### config.mk
export PLATFORM = sky130hd
export DESIGN_NAME = lsu_access_sequencer
export DESIGN_NICKNAME = d
export VERILOG_FILES = /design/src/rtl/lsu_pkg.sv /design/src/rtl/lsu_load_extend.sv /design/src/rtl/lsu_access_sequencer.sv
export SDC_FILE = /design/constraint.sdc
export NUM_CORES = 1
export LEC_CHECK = 0
export BUFFER_PORTS_ARGS = -buffer_cell sky130_fd_sc_hd__buf_2
export CAP_MARGIN = 10
export CORE_MARGIN = 2
export CORE_UTILIZATION = 50
export CTS_CLUSTER_DIAMETER = 50
export DETAILED_ROUTE_END_ITERATION = 7
export PLACE_DENSITY = 0.73
export SETUP_SLACK_MARGIN = 0.05
export SYNTH_ARGS = -nofsm -noshare
export SYNTH_HDL_FRONTEND = slang
export SYNTH_SLANG_ARGS = --single-unit
### constraint.sdc
create_clock -name i_clk -period 3.8 [get_ports i_clk]
set_input_delay 0.57 -clock i_clk [delete_from_list [all_inputs] [get_ports i_clk]]
set_output_delay 0.57 -clock i_clk [all_outputs]
set_load 0.01 [all_outputs]
### src/rtl/lsu_pkg.sv
// Shared types and helpers for the load/store access sequencer: access sizes, sequencer states,
// lane masks and the word-crossing test.
package lsu_pkg;

    typedef enum logic [1:0] {
        SZ_B   = 2'b00,
        SZ_H   = 2'b01,
        SZ_W   = 2'b10,
        SZ_RSV = 2'b11
    } lsu_size_e;

    typedef enum logic [2:0] {
        ST_IDLE,
        ST_ISSUE0,
        ST_ISSUE1,
        ST_CAPTURE,
        ST_ERR
    } lsu_seq_state_e;

    localparam logic [3:0] MASK_B = 4'b0001;
    localparam logic [3:0] MASK_H = 4'b0011;
    localparam logic [3:0] MASK_W = 4'b1111;

    function automatic logic [3:0] size_mask(input lsu_size_e size);
        case (size)
            SZ_B:    return MASK_B;
            SZ_H:    return MASK_H;
            SZ_W:    return MASK_W;
            default: return 4'b0000;
        endcase
    endfunction

    // An access needs a second beat when its bytes run past lane 3 of the first word.
    function automatic logic needs_split(input logic [1:0] off, input lsu_size_e size);
        case (size)
            SZ_H:    return off == 2'd3;
            SZ_W:    return off != 2'd0;
            default: return 1'b0;
        endcase
    endfunction

endpackage

### src/rtl/lsu_load_extend.sv
// Combinational load merge: shifts the two-beat window down by the byte offset and
// sign/zero-extends the addressed byte, half or word into a 32-bit result.
module lsu_load_extend
    import lsu_pkg::*;
(
    input  logic [63:0] beats,
    input  logic [1:0]  off,
    input  lsu_size_e   size,
    input  logic        is_unsigned,
    output logic [31:0] data
);

    logic [31:0] merged;

    always_comb begin
        merged = 32'(beats >> {off, 3'b000});
        data   = 32'h0;
        case (size)
            SZ_B:    data = {{24{~is_unsigned & merged[7]}}, merged[7:0]};
            SZ_H:    data = {{16{~is_unsigned & merged[15]}}, merged[15:0]};
            SZ_W:    data = merged;
            default: data = 32'h0;
        endcase
    end

endmodule

### src/rtl/lsu_access_sequencer.sv
// Sequences MEM-stage loads/stores into the byte-banked data memory, splitting word-crossing
// accesses into two beats and merging load beats into a single extended response.
module lsu_access_sequencer
    import lsu_pkg::*;
#(
    parameter bit ALLOW_MISALIGNED = 1'b1
) (
    input  logic        i_clk,
    input  logic        i_rst_n,
    input  logic        i_req_valid,
    output logic        o_req_ready,
    input  logic        i_req_we,
    input  logic [31:0] i_req_addr,
    input  logic [1:0]  i_req_size,
    input  logic        i_req_unsigned,
    input  logic [31:0] i_req_wdata,
    output logic        o_mem_req,
    output logic        o_mem_we,
    output logic [31:0] o_mem_addr,
    output logic [3:0]  o_mem_byte_en,
    output logic [31:0] o_mem_wdata,
    input  logic [31:0] i_mem_rdata,
    output logic        o_rsp_valid,
    output logic [31:0] o_rsp_rdata,
    output logic        o_rsp_err
);

    lsu_seq_state_e state_q, state_d;

    logic [31:0] addr_q;
    logic [31:0] wdata_q;
    logic [31:0] beat0_q;
    lsu_size_e   size_q;
    logic        we_q;
    logic        unsigned_q;
    logic        split_q;

    logic        rsp_valid_q;
    logic        rsp_err_q;
    logic [31:0] rsp_rdata_q;

    logic        accept;
    logic        req_err;
    logic [7:0]  be_wide;
    logic [63:0] wdata_wide;
    logic [63:0] load_beats;
    logic [31:0] load_data;
    logic [31:0] beat0_addr;

    assign accept  = i_req_valid && (state_q == ST_IDLE);
    assign req_err = (i_req_size == SZ_RSV) ||
                     (!ALLOW_MISALIGNED && needs_split(i_req_addr[1:0], lsu_size_e'(i_req_size)));

    // Lanes and data for both beats come from one 8-lane window shifted by the byte offset.
    assign be_wide    = {4'b0000, size_mask(size_q)} << addr_q[1:0];
    assign wdata_wide = {32'h0, wdata_q} << {addr_q[1:0], 3'b000};
    assign beat0_addr = {addr_q[31:2], 2'b00};
    assign load_beats = split_q ? {i_mem_rdata, beat0_q} : {32'h0, i_mem_rdata};

    lsu_load_extend u_load_extend (
        .beats       (load_beats),
        .off         (addr_q[1:0]),
        .size        (size_q),
        .is_unsigned (unsigned_q),
        .data        (load_data)
    );

    always_comb begin
        state_d       = state_q;
        o_req_ready   = 1'b0;
        o_mem_req     = 1'b0;
        o_mem_we      = 1'b0;
        o_mem_addr    = 32'h0;
        o_mem_byte_en = 4'b0000;
        o_mem_wdata   = 32'h0;
        case (state_q)
            ST_IDLE: begin
                o_req_ready = 1'b1;
                if (i_req_valid) begin
                    state_d = req_err ? ST_ERR : ST_ISSUE0;
                end
            end
            ST_ISSUE0: begin
                o_mem_req     = 1'b1;
                o_mem_we      = we_q;
                o_mem_addr    = beat0_addr;
                o_mem_byte_en = be_wide[3:0];
                o_mem_wdata   = wdata_wide[31:0];
                state_d       = split_q ? ST_ISSUE1 : ST_CAPTURE;
            end
            ST_ISSUE1: begin
                o_mem_req     = 1'b1;
                o_mem_we      = we_q;
                o_mem_addr    = beat0_addr + 32'd4;
                o_mem_byte_en = be_wide[7:4];
                o_mem_wdata   = wdata_wide[63:32];
                state_d       = ST_CAPTURE;
            end
            ST_CAPTURE: state_d = ST_IDLE;
            ST_ERR:     state_d = ST_IDLE;
            default:    state_d = ST_IDLE;
        endcase
    end

    always_ff @(posedge i_clk) begin
        if (!i_rst_n) begin
            state_q     <= ST_IDLE;
            addr_q      <= 32'h0;
            wdata_q     <= 32'h0;
            beat0_q     <= 32'h0;
            size_q      <= SZ_B;
            we_q        <= 1'b0;
            unsigned_q  <= 1'b0;
            split_q     <= 1'b0;
            rsp_valid_q <= 1'b0;
            rsp_err_q   <= 1'b0;
            rsp_rdata_q <= 32'h0;
        end else begin
            state_q     <= state_d;
            rsp_valid_q <= 1'b0;
            rsp_err_q   <= 1'b0;
            rsp_rdata_q <= 32'h0;
            if (accept) begin
                addr_q     <= i_req_addr;
                wdata_q    <= i_req_wdata;
                size_q     <= lsu_size_e'(i_req_size);
                we_q       <= i_req_we;
                unsigned_q <= i_req_unsigned;
                split_q    <= needs_split(i_req_addr[1:0], lsu_size_e'(i_req_size));
            end
            // Beat-0 read data arrives while beat 1 is on the bus.
            if (state_q == ST_ISSUE1) begin
                beat0_q <= i_mem_rdata;
            end
            if (state_q == ST_CAPTURE) begin
                rsp_valid_q <= 1'b1;
                rsp_rdata_q <= we_q ? 32'h0 : load_data;
            end
            if (state_q == ST_ERR) begin
                rsp_valid_q <= 1'b1;
                rsp_err_q   <= 1'b1;
            end
        end
    end

    assign o_rsp_valid = rsp_valid_q;
    assign o_rsp_rdata = rsp_rdata_q;
    assign o_rsp_err   = rsp_err_q;

endmodule
# [Word-level counts from Yosys, hierarchy flattened]
# Cells that the tools add are included.
[word_totals] in_bits=103 register_bits=138 output_inout_bits=105
[classes] bitwise_logic=5 reduce_logical=6 n_eq_ne=11 n_mux=17 n_addsub=1 n_shift=3
[ops] cell="$pmux W32 S2" count=2
[ops] cell="$pmux W32 S3" count=1
[ops] cell="$mux W64" count=1
[ops] cell="$shl A32 B5 Y64" count=1
[ops] cell="$shr A64 B5 Y32" count=1
[ops] cell="$add A32 B3 Y32 const B" count=1
[ops] cell="$pmux W4 S3" count=1
[ops] cell="$pmux W3 S3" count=1
[ops] cell="$eq A2 B2 Y1 const B" count=4
[ops] cell="$pmux W4 S2" count=1
[ops] cell="$shl A4 B2 Y8" count=1
[ops] cell="$mux W1" count=7
[ops] cell="$eq A3 B2 Y1 const B" count=2
[ops] cell="$mux W3" count=2
[ops] cell="$eq A2 B1 Y1 const B" count=2
[ops] cell="$eq A3 B1 Y1 const B" count=1
[ops] cell="$eq A3 B3 Y1 const B" count=1
[ops] cell="$logic_not A3 Y1" count=1
[ops] cell="$not A1 Y1" count=3
[ops] cell="$reduce_or A3 Y1" count=1
[ops] cell="$and A1 B1 Y1" count=2
[ops] cell="$logic_not A2 Y1" count=1
[ops] cell="$ne A2 B2 Y1 const B" count=1
[ops] cell="$pmux W1 S2" count=1
[ops] cell="3 further kinds" count=3

# [Logic depth before layout (Yosys ltp)]
[logic_depth] ltp_word=4 depth_mapped=8

# [Hierarchy]
# A second synthesis with hierarchy kept.
[hier_totals] hier_cells=1050 area_unflattened_um2=8663.3
[by_module_without_submodules] mod="lsu_access_sequencer" instances=1 cells_per_inst=932 area_each_um2=7304.5
[by_module_without_submodules] mod="lsu_load_extend" instances=1 cells_per_inst=118 area_each_um2=1358.8

# [Worst setup path after synthesis]
# OpenSTA, ideal clock, no wires.
[synth_path] path_kind="register to output" start="register addr_q[2]" end="output port o_mem_addr[28]" t_required_ps=3230 path_stages_with_launch=7 arrival_time_ps=1662 slack_ps=1568 cell_sequence="dfxtp_1 -> ha_1 -> nand3_1 -> nor4_4 -> nand4_1 -> xor2_1 -> o21ai_0"
[synth_via] elab_chain_len=2
[synth_lines] element="start: declaration" line_no="lsu_access_sequencer.sv:30" rtl="logic [31:0] addr_q;"
[synth_lines] element="start signal: assignment" line_no="lsu_access_sequencer.sv:124" rtl="addr_q <= i_req_addr;"
[synth_lines] element="$add A32 B3 Y32" line_no="lsu_access_sequencer.sv:94" rtl="o_mem_addr = beat0_addr + 32'd4;"
[synth_lines] element="$pmux W32 S2" line_no="lsu_access_sequencer.sv:76" rtl="case (state_q)"
[synth_lines] element="end: declaration" line_no="lsu_access_sequencer.sv:19" rtl="output logic [31:0] o_mem_addr,"
# No other way between the ends.

# [Final worst setup path]
[layout_path] start="register addr_q[1]" end="output port o_mem_byte_en[0]"
[layout_via] elab_chain_len=2
[layout_lines] element="$shl A4 B2 Y8" line_no="lsu_access_sequencer.sv:55" rtl="assign be_wide = {4'b0000, size_mask(size_q)} << addr_q[1:0];"
[layout_lines] element="$pmux W4 S2" line_no="lsu_access_sequencer.sv:76"
[layout_lines] element="end: declaration" line_no="lsu_access_sequencer.sv:20" rtl="output logic [3:0] o_mem_byte_en,"
# No other way between the ends.

==> reports/qor.log <==
qor: grt.overall_routing_resource_usage 26.4%
qor: routing.detail_route.wirelength 23300 um
qor: worst_setup_path.setup.worst_path.class reg -> out
qor: clock_network.cts_htree_levels 4
qor: grt.grt_antenna_before_repair 3
qor: routing.drt-pass1-iter-count 5
qor: synthesis.synth-compound-area-share 24.0%
qor: run_status.run_status finished, final reports clean
qor: timing.final.period_utilization 89.2%
qor: synthesis.yosys_warnings 0
qor: synthesis.number_of_flops_mapped_to_enable_cells_by_yosys 0
qor: grt.grt_max_degree 106
qor: timing.clock_skew 0.00975 ns
qor: layout.post_route_cells_drive_above_1_share 23.7%
qor: timing.slew_headroom 39.3%
qor: worst_setup_path.crit_path_max_fanout 21
qor: synthesis.synth-xor-area-share 0.969%
qor: floorplanning.chipWidth 132 um
qor: synthesis.synth.cell_area 8140 um^2
qor: clock_network.cts.reportedPaths.clkPinSlew 0.06 ns
qor: worst_setup_path.cpPeakStageDelay 0.72 ns
qor: layout.mostFrequentLayoutCells sky130_fd_sc_hd__nand2_1 (284), sky130_fd_sc_hd__buf_2 (205), sky130_fd_sc_hd__dfxtp_1 (135)
qor: placement.place_ws 0.959 ns
qor: floorplanning.floorplan.rows 46
qor: layout.design.final.nets 1325
qor: synthesis.netlist-cell-type-count 68
qor: routing.drt-met1-wl 10500 um
qor: timing.timing.setup.tns 0 ns
qor: clock_network.cts-buffers-inserted 17
qor: synthesis.asyncSetResetFlopFracSynth 0%
qor: routing.route.met2.wl 10500 um
qor: timing.grt_setup_unrepaired false
qor: clock_network.cts_tree done
qor: timing.max_slew.worst_pin.slew 0.911 ns
qor: worst_setup_path.critical-path-top-delay-family simple AND/OR/NAND/NOR gates
qor: worst_setup_path.cpMaxStageDelayCell sky130_fd_sc_hd__nor2_1
qor: routing.route.detailed.drc 0
qor: routing.wl_met3 1580 um
qor: worst_setup_path.worstPathBufferInverterCount 2
qor: layout.final_common_cell sky130_fd_sc_hd__nand2_1
qor: synthesis.synthesis.area_per_instance 7.67 um^2
qor: clock_network.cts.sink_count 138
qor: worst_setup_path.cp_data_arrival_time 2.82 ns
qor: synthesis.synth-seq-area-share 34.0%
qor: timing.slew_violations 0
qor: timing.final_hold_viol_count 0
qor: placement.routabilityCongestion 0.913
qor: routing.routed_via_density 5.64
qor: synthesis.post_synth_fa_ha_maj_area_fraction 1.38%
qor: worst_setup_path.critical_path_required 3.23 ns
qor: clock_network.resized_gates_after_cts 0
qor: power_and_ir_drop.worst_ir_drop_vdd 0.329 mV
qor: clock_network.cts_setup_buffers 0
qor: floorplanning.ios 208
qor: timing.final_period_minus_worst_setup_slack 3.39 ns
qor: synthesis.yosys_register_bits 138
qor: routing.final_antenna_net_count 0
qor: grt.first_global_vias 7440
qor: routing.top_layer met5
qor: placement.detailedPlacementHpwl 16200 um
qor: routing.route.vias.total 8133
qor: clock_network.clockBufferDepth 2
qor: clock_network.clock_insertion_delay_worst_skew 0.43 ns
qor: synthesis.synth_simple_gate_area_share 23.6%
qor: grt.grt_pass1_wl 37500 um
qor: grt.grt_overflow_total 0
qor: synthesis.leading_area_contributor_after_synthesis sky130_fd_sc_hd__dfxtp_1
qor: worst_setup_path.worst_setup_path_end_kind primary output
qor: flow_run.cap_viol_max_count 0
qor: placement.placement.io_buffers 205
qor: floorplanning.core_area 15900 um^2
qor: synthesis.main_combinational_cell_family_by_area_after_synthesis compound AO/OA/AOI/OAI gates
qor: synthesis.synth_top_area_share 34.0%
qor: routing.wl_per_cell 16.1 um
qor: synthesis.synth-main-ff-cell sky130_fd_sc_hd__dfxtp_1
qor: worst_setup_path.worst_setup_path_start_kind flop
qor: worst_setup_path.worst-r2r-setup-slack 0.95 ns
qor: layout.area_growth 20.3%
qor: power_and_ir_drop.power_density 445 nW/um^2
qor: timing.timing.fmax 295 MHz
qor: floorplanning.floorplan.initialDensity 51.2%
qor: synthesis.synthesis.instances 1060
qor: worst_setup_path.crit_chain clkinv_1 -> nor2_1 -> a22oi_1 -> o32ai_1 -> buf_2
qor: synthesis.muxShareOfSynthArea 10.2%
qor: timing.timing.final.ws_setup 0.409 ns
qor: floorplanning.dieHeight 132 um
qor: timing.setup-violations-final 0
qor: hold_path.hold_removal_path_class in -> reg
qor: clock_network.ctsHoldBuffers 0
qor: power_and_ir_drop.power.static_leakage 4.07 nW
qor: clock_network.clock-root-buffer sky130_fd_sc_hd__clkbuf_16
qor: synthesis.netlist_top_cells_area sky130_fd_sc_hd__dfxtp_1 (34%), sky130_fd_sc_hd__nand2_1 (13%), sky130_fd_sc_hd__a21boi_0 (9.3%), sky130_fd_sc_hd__mux2i_1 (7.8%), sky130_fd_sc_hd__o21ai_0 (5.4%)
qor: routing.first_iter_violations 789
qor: floorplanning.die_area 17300 um^2
synthesized netlist by cell type, types with 12 or more instances:
library cell / n
sky130_fd_sc_hd__a21oi_1: 50
sky130_fd_sc_hd__dfxtp_1: 138
sky130_fd_sc_hd__mux2i_1: 63
sky130_fd_sc_hd__nor2_1: 49
sky130_fd_sc_hd__clkbuf_1: 42
sky130_fd_sc_hd__mux2_2: 16
sky130_fd_sc_hd__buf_2: 28
sky130_fd_sc_hd__a211oi_1: 14
sky130_fd_sc_hd__nand3_1: 12
sky130_fd_sc_hd__a21boi_0: 101
sky130_fd_sc_hd__o21ai_0: 88
sky130_fd_sc_hd__and3_1: 14
sky130_fd_sc_hd__nand2_1: 285
through the flow:
step	cells	cell area (um^2)	total power, mW	hold WS (ns)	utilization (%)
global placement	1410	9110	2.47	0.452	57.4
finish	1443	9790	4.35	0.380	61.6
detailed placement	1410	9110	2.48	0.459	57.4
global route	1443	9790	4.54	0.399	61.6
floorplan	1061	8140	2.23	0.440	-
CTS	1442	9780	4.36	0.377	61.6
where the power goes:
part           leakage, nW  switching, mW  internal [mW]
logic                 2.62          0.484          0.309
registers             1.13          0.126           1.54
clock network        0.330          0.697           1.20
per-layer routing:
layer / vias to the layer above / global-route usage, %
met1: 3734 / 35.4
met4: 2 / 11.8
li1: 3977 / -
met3: 61 / 5.13
met5: - / 0
met2: 359 / 41.3
flip-flops by register name, summed over array words and instances, names as in the netlist:
signal       cells
addr_q          32
o_rsp_err        1
size_q           2
wdata_q         32
we_q             1
beat0_q         32
split_q          1
state_q          3
o_rsp_valid      1
unsigned_q       1
o_rsp_rdata     32
path summary, 6_finish.rpt:
path | from | end | cells after the start
worst max register to register | addr_q[0] | o_rsp_rdata[23] | 6
worst max-delay path | addr_q[1] | o_mem_byte_en[0] | 5
worst min-delay path | i_req_wdata[10] | wdata_q[10] | 3
worst min register to register | beat0_q[7] | beat0_q[7] | 2
area by class of cell:
| class | instances | area [um^2] |
|---|---|---|
| Antenna cell | 1 | 2.50 |
| Clock buffer | 18 | 439 |
| Tap cell | 216 | 270 |
| Multi-Input combinational cell | 828 | 4910 |
| Clock inverter | 14 | 231 |
| Inverter | 9 | 33.8 |
| Fill cell | 1505 | 6100 |
| Sequential cell | 138 | 2770 |
| Timing Repair Buffer | 219 | 1130 |
logic make-up (layout without fill, tap and decap cells):
group                      after synthesis  count (layout)
and+or+nand+nor                        423             423
AOI/OAI and AO/OA                      305             305
DFF                                    138             138
buffers and inverters                   95             260
muxes                                   80              80
adders and majority gates                9               9
xor gates and xnor gates                 9               9
other                                    1               3
worst register-to-register path: stages (launching register included):
cell	delay [ns]
sky130_fd_sc_hd__dfxtp_4	0.71
sky130_fd_sc_hd__buf_4	0.71
sky130_fd_sc_hd__and2_1	0.48
sky130_fd_sc_hd__nand2_1	0.15
sky130_fd_sc_hd__a311oi_2	0.38
sky130_fd_sc_hd__a21boi_4	0.19
sky130_fd_sc_hd__o21ai_0	0.14
(Power assumes the default switching activity.)
